==> src/rtl/jtbubl_pkg.sv <==
// Shared definitions for the jtbubl sound mailbox.
//   - Register select codes seen on main_addr / snd_addr.
//   - NMI handshake state encoding.
package jtbubl_pkg;

  localparam logic [1:0] CMD    = 2'd0;
  localparam logic [1:0] NMIEN  = 2'd1;
  localparam logic [1:0] NMIDIS = 2'd2;
  localparam logic [1:0] SRST   = 2'd3;

  typedef enum logic [1:0] {
    StIdle    = 2'd0,
    StAssert  = 2'd1,
    StRelease = 2'd2
  } nmi_st_e;

endpackage

==> src/rtl/jtbubl_sndcomm_edge.sv <==
// Chip-select rising-edge detector.
//   rst   in  asynchronous reset, active high
//   clk24 in  system clock
//   cs    in  bus select level
//   stb   out high for the first cycle cs is seen high
module jtbubl_sndcomm_edge (
  input  logic rst,
  input  logic clk24,
  input  logic cs,
  output logic stb
);

  logic cs_q;

  always_ff @(posedge clk24 or posedge rst) begin
    if (rst) cs_q <= 1'b0;
    else     cs_q <= cs;
  end

  assign stb = cs & ~cs_q;

endmodule

==> src/rtl/jtbubl_sndcomm.sv <==
// Mailbox between the main Z80 and the sound Z80.
//   Main side : main_cs/main_wrn/main_addr/main_dout in, main_din out (combinational).
//               addr 0 write = command latch, addr 3 write = sound CPU reset bit.
//   Sound side: snd_cs/snd_wrn/snd_addr/snd_dout in, snd_din out (combinational).
//               addr 0 read = command (NMI acknowledge), addr 1/2 write = NMI enable/disable.
//   snd_rst   : registered sound CPU reset, high out of reset.
//   snd_nmi_n : registered NMI, one pulse per command.
// Optional feature: define SNDCOMM_REPLY_EN to build the sound-to-main reply byte.
module jtbubl_sndcomm
  import jtbubl_pkg::*;
#(
  parameter int unsigned NMI_MIN = 32,
  parameter int unsigned NMI_TO  = 4095
) (
  input  logic       rst,
  input  logic       clk24,
  input  logic       main_cs,
  input  logic       main_wrn,
  input  logic [1:0] main_addr,
  input  logic [7:0] main_dout,
  output logic [7:0] main_din,
  output logic       snd_rst,
  input  logic       snd_cs,
  input  logic       snd_wrn,
  input  logic [1:0] snd_addr,
  input  logic [7:0] snd_dout,
  output logic [7:0] snd_din,
  output logic       snd_nmi_n
);

  localparam int unsigned CW = $clog2(NMI_TO + 1);
  localparam logic [CW-1:0] MIN_C   = CW'(NMI_MIN);
  localparam logic [CW-1:0] TO_C    = CW'(NMI_TO);
  localparam logic [CW-1:0] CNT_MAX = '1;

  logic main_stb, snd_stb;

  jtbubl_sndcomm_edge u_main_edge (
    .rst   (rst),
    .clk24 (clk24),
    .cs    (main_cs),
    .stb   (main_stb)
  );

  jtbubl_sndcomm_edge u_snd_edge (
    .rst   (rst),
    .clk24 (clk24),
    .cs    (snd_cs),
    .stb   (snd_stb)
  );

  logic main_wr, main_rd, snd_wr, snd_rd;
  logic main_cmd_wr, main_srst_wr;
  logic snd_ack, snd_nmien_wr, snd_nmidis_wr;

  assign main_wr = main_stb & ~main_wrn;
  assign main_rd = main_stb &  main_wrn;
  assign snd_wr  = snd_stb  & ~snd_wrn;
  assign snd_rd  = snd_stb  &  snd_wrn;

  assign main_cmd_wr   = main_wr && (main_addr == CMD);
  assign main_srst_wr  = main_wr && (main_addr == SRST);
  assign snd_ack       = snd_rd  && (snd_addr == CMD);
  assign snd_nmien_wr  = snd_wr  && (snd_addr == NMIEN);
  assign snd_nmidis_wr = snd_wr  && (snd_addr == NMIDIS);

  // Main-side state: only the global reset touches it.
  logic [7:0] cmd_latch_q;
  logic       cmd_pend_q;
  logic       snd_rst_q;

  always_ff @(posedge clk24 or posedge rst) begin
    if (rst) begin
      cmd_latch_q <= 8'h00;
      cmd_pend_q  <= 1'b0;
      snd_rst_q   <= 1'b1;
    end else begin
      if (main_cmd_wr)  cmd_latch_q <= main_dout;
      // A new command wins over a simultaneous acknowledge.
      if (main_cmd_wr)  cmd_pend_q <= 1'b1;
      else if (snd_ack) cmd_pend_q <= 1'b0;
      if (main_srst_wr) snd_rst_q <= main_dout[0];
    end
  end

  assign snd_rst = snd_rst_q;

  // Reply path.
  logic rep_pend;
`ifdef SNDCOMM_REPLY_EN
  logic [7:0] reply_q;
  logic       rep_pend_q;
  logic       main_rep_rd, snd_rep_wr;

  assign main_rep_rd = main_rd && (main_addr == CMD);
  assign snd_rep_wr  = snd_wr  && (snd_addr == CMD);

  always_ff @(posedge clk24 or posedge rst) begin
    if (rst) begin
      reply_q    <= 8'h00;
      rep_pend_q <= 1'b0;
    end else if (snd_rst_q) begin
      reply_q    <= 8'h00;
      rep_pend_q <= 1'b0;
    end else begin
      if (snd_rep_wr)       reply_q <= snd_dout;
      if (snd_rep_wr)       rep_pend_q <= 1'b1;
      else if (main_rep_rd) rep_pend_q <= 1'b0;
    end
  end

  assign rep_pend = rep_pend_q;
`else
  logic unused_reply;
  assign unused_reply = ^{snd_dout, main_rd};
  assign rep_pend     = 1'b0;
`endif

  // NMI handshake.
  nmi_st_e       state_q, state_d;
  logic [CW-1:0] cnt_q, cnt_d;
  logic          ack_q, ack_d, ack_seen;
  logic          new_cmd_q, new_cmd_d;
  logic          nmi_n_q, nmi_n_d;
  logic          nmi_en_q;

  // cnt_q holds the number of ASSERT cycles so far, including the current one,
  // so the low width equals the count value at which the FSM leaves ASSERT.
  // new_cmd_q marks a command written after this pulse was acknowledged (or
  // during RELEASE): it keeps cmd_pend high but still deserves its own NMI.
  always_comb begin
    state_d   = state_q;
    cnt_d     = '0;
    ack_d     = 1'b0;
    new_cmd_d = 1'b0;
    ack_seen  = ack_q | snd_ack;
    unique case (state_q)
      StIdle: begin
        if (cmd_pend_q && nmi_en_q) begin
          state_d = StAssert;
          cnt_d   = CW'(1);
        end
      end
      StAssert: begin
        ack_d     = ack_seen;
        cnt_d     = (cnt_q == CNT_MAX) ? cnt_q : cnt_q + 1'b1;
        new_cmd_d = new_cmd_q | (main_cmd_wr & ack_seen);
        if ((ack_seen && cnt_q >= MIN_C) || cnt_q == TO_C) state_d = StRelease;
      end
      StRelease: begin
        new_cmd_d = new_cmd_q | main_cmd_wr;
        if (!cmd_pend_q || new_cmd_q) state_d = StIdle;
      end
      default: state_d = StIdle;
    endcase
    nmi_n_d = (state_d != StAssert);
  end

  always_ff @(posedge clk24 or posedge rst) begin
    if (rst) begin
      state_q   <= StIdle;
      cnt_q     <= '0;
      ack_q     <= 1'b0;
      new_cmd_q <= 1'b0;
      nmi_n_q   <= 1'b1;
      nmi_en_q  <= 1'b0;
    end else if (snd_rst_q) begin
      state_q   <= StIdle;
      cnt_q     <= '0;
      ack_q     <= 1'b0;
      new_cmd_q <= 1'b0;
      nmi_n_q   <= 1'b1;
      nmi_en_q  <= 1'b0;
    end else begin
      state_q   <= state_d;
      cnt_q     <= cnt_d;
      ack_q     <= ack_d;
      new_cmd_q <= new_cmd_d;
      nmi_n_q   <= nmi_n_d;
      if (snd_nmien_wr)       nmi_en_q <= 1'b1;
      else if (snd_nmidis_wr) nmi_en_q <= 1'b0;
    end
  end

  assign snd_nmi_n = nmi_n_q;

  // Read multiplexers.
  always_comb begin
    main_din = 8'hFF;
    case (main_addr)
`ifdef SNDCOMM_REPLY_EN
      CMD:     main_din = reply_q;
`endif
      NMIEN:   main_din = {6'b0, cmd_pend_q, rep_pend};
      default: main_din = 8'hFF;
    endcase
  end

  always_comb begin
    snd_din = 8'hFF;
    case (snd_addr)
      CMD:     snd_din = cmd_latch_q;
      NMIEN:   snd_din = {nmi_en_q, 5'b0, cmd_pend_q, rep_pend};
      default: snd_din = 8'hFF;
    endcase
  end

endmodule

==> config.mk <==
export PLATFORM = sky130hd
export DESIGN_NAME = jtbubl_sndcomm
export DESIGN_NICKNAME = d
export VERILOG_FILES = /design/src/rtl/jtbubl_pkg.sv /design/src/rtl/jtbubl_sndcomm_edge.sv /design/src/rtl/jtbubl_sndcomm.sv
export SDC_FILE = /design/constraint.sdc
export NUM_CORES = 1
export LEC_CHECK = 0
export CAP_MARGIN = 20
export CORE_MARGIN = 4
export CORE_UTILIZATION = 50
export DETAILED_ROUTE_END_ITERATION = 10
export HOLD_SLACK_MARGIN = 0.15
export PLACE_DENSITY = 0.87
export REMOVE_ABC_BUFFERS = 1
export SYNTH_ARGS = -nofsm -noshare
export SYNTH_HDL_FRONTEND = slang
export SYNTH_SLANG_ARGS = --single-unit
==> constraint.sdc <==
create_clock -name clk24 -period 4.6 [get_ports clk24]
set_clock_uncertainty 0.05 [all_clocks]
set_input_delay 0.92 -clock clk24 [delete_from_list [all_inputs] [get_ports clk24]]
set_output_delay 0.92 -clock clk24 [all_outputs]
set_load 0.005 [all_outputs]
==> impl_metrics.toml <==
[final_layout]
syn2layout_area_growth_pct = 23.2
nNetsFinal = 226
mostFrequentLayoutCells = "clkdlybuf4s50_1 (35), dfrtp_1 (28), nand2_1 (10)"
nFillCells = 264
final_common_cell = "clkdlybuf4s50_1"
diodes = 0
drive_above_1_share_pct = 13.3
final_cells = 239

[clock_tree]
clockBufferDepth = 2
post_cts_resized = 0
hold_buffers = 0
numCtsBuffers = 5
htree_levels = 2
cts_tree = "done"
clk_pin_slew_ns = 0.08
cts_root_buf = "clkbuf_4"
clk_latency_ns = 0.33
cts_setup_buffers = 0
numClockSinks = 30

[synthesis]
yosysSeqAreaShare_pct = 44.0
yosys.cell_types.count = 50
postSynthCellCount = 162
muxShareOfSynthArea_pct = 7.68
synthXorXnorAreaFrac_pct = 1.02
synth-simple-area-share_pct = 17.5
ys.flop_type = "dfrtp_1"
synth_fa_ha_area_share_pct = 4.39
syn_avg_cell_area_um2 = 10.6
synth.ff_latch_count = 30
yosys_warnings = 0
synth_top_family_by_area = "compound AO/OA/AOI/OAI gates"
synthesis.area_mm2 = 0.00171
synth_edf_count = 0
synth-compound-area-share_pct = 18.3
async_flop_share_pct = 100

[setup_path]
crit_arrival_ns = 2.49
path_cells = "clkdlybuf4s50_1 > clkinv_1 > a211o_1 > clkdlybuf4s50_1"
crit_cells = 4
worstSetupPathType = "primary input to output pin"
reg2reg_slack_ns = 2.55
critPathCaptureType = "output pin"
crit_fanout = 9
rr_worst_depth = 6
critPathMostFrequentCell = "clkdlybuf4s50_1"
timing.critical_path.slowest_cell_delay_ns = 0.54
required_ns = 3.63
cp_slowest_cell = "clkdlybuf4s50_1"
path_delay_family = "buffers and inverters"
worst-path-buf-inv = 3
start_kind = "primary input"

[placement]
placed_cells = 230
dpl.hpwl_mm = 2.78
portBuffers = 35
gp_congestion = 0.776

[floorplanning]
dieArea_mm2 = 0.00442
rows = 20
initial_core_util_pct = 54.3
core_area_mm2 = 0.00315
die_x_um = 66.5
die_h_um = 66.5
io_pins = 44

[global_routing]
grt_pass1_vias = 1498
grt_usage_pct = 19.4
grt_pass1_wl_mm = 6.49
grt.overflow.total = 0
grt_max_degree = 31
antenna_found_initial = 0

[hold_path]
min_path_type = "register to register"
min_path_cells = 1

[timing]
relSlewSlack_pct = 62.2
finalHoldViolCount = 0
rsz0062_at_grt = "false"
period_share_pct = 75.2
setup-tns-final_ns = 0
fmax_mhz = 289
setup_viol = 0
worst_pin_slew_ns = 0.567
period_minus_slack_ns = 3.46
final_max_slew_viol_count = 0

[routing]
via_per_inst = 5.66
drt_iter0_drc = 86
drc = 0
routedWlPerCell_um = 15.6
vias = 1352
drt_wl_total_mm = 3.73
dr.pass1.iters = 4
ant_nets = 0

[power]
p_leak_nw = 0.900
p_per_area_mw_per_mm2 = 331
irDropWorstVdd_uv = 158
power_uw = 698

[outcome]
status = "completed"

[flow_run]
maxCapViolCount = 0
-- metrics by stage --
step	hold WS [ns]	utilization [%]	setup slack, ns	cell area [um2]
after global placement	0.445	64.5	1.17	2030
after global routing	0.482	66.9	1.04	2110
final	0.478	66.9	1.14	2110
after detailed placement	0.447	64.5	1.15	2030
after CTS	0.471	66.0	1.14	2080
after floorplan	0.426	-	2.05	1630
-- layout make-up --
class | count | area (um2) | share of cell area, %
multi-input cells | 111 | 837 | 39.7
flip-flops and latches | 30 | 753 | 35.7
repair buffers | 36 | 378 | 17.9
well taps | 44 | 55.1 | 2.61
clock buffers | 8 | 48.8 | 2.31
inverters | 10 | 37.5 | 1.78
-- path summary, 6_finish.rpt --
kind / startpoint / end
setup / recovery: snd_addr[0] / snd_din[1]
hold / removal: cmd_latch_q[5]$_DFFE_PP0P_ / cmd_latch_q[5]$_DFFE_PP0P_
setup reg to reg: state_q[1]$_DFF_PP0_ / cnt_q[11]$_DFFE_PP0P_
hold reg to reg: cmd_latch_q[5]$_DFFE_PP0P_ / cmd_latch_q[5]$_DFFE_PP0P_
max in group asynchronous: rst / snd_rst$_DFFE_PP1P_
min in group asynchronous: rst / cnt_q[6]$_DFFE_PP0P_
-- Yosys cell counts, types with 4 or more instances --
cell type  instances  area share (%)
inv_1              9             2.0
nand2b_1           5             1.8
ha_1               6             4.4
a21o_1             6             2.6
or3_1              4             1.5
buf_4              7             3.1
nand3_1            4             1.2
o21ai_0            4             1.2
mux2_4             8             7.0
nor2_1             5             1.1
a21oi_1            9             2.6
nand2_1           10             2.2
dfrtp_1           28              41
-- report_power, final --
group / switching (mW) / internal, mW
Clock: 0.0838 / 0.0608
Sequential: 0.0363 / 0.303
Combinational: 0.0987 / 0.115
Total: 0.219 / 0.479
-- cell families (layout without fill, tap and decap cells) --
logic type | Yosys count | in the layout
flip-flops | 30 | 30
XOR/XNOR | 2 | 2
AO/OA/AOI/OAI | 43 | 43
buffers and inverters | 21 | 54
multiplexers | 9 | 9
AND/OR/NAND/NOR | 51 | 51
adder cells (fa/ha/maj) | 6 | 6
-- registers in the layout, summed over array words and instances, names as in the netlist --
signal and flops:
cnt_q 12, cmd_latch_q 8, state_q 2, ack_q 1, cmd_pend_q 1, new_cmd_q 1
nmi_en_q 1, snd_nmi_n 1, snd_rst 1, u_main_edge.cs_q 1, u_snd_edge.cs_q 1
-- metal layers --
| layer | vias to the layer above | GRT usage (%) | wire [um] |
|---|---|---|---|
| met2 | 62 | 30.5 | 1750 |
| met3 | 8 | 6.91 | 285 |
| li1 | 652 | - | - |
| met4 | 0 | 12.9 | 78 |
| met1 | 630 | 22.0 | 1620 |
| met5 | - | 0 | 0 |
Note: power is estimated with default switching activity, not from simulation.
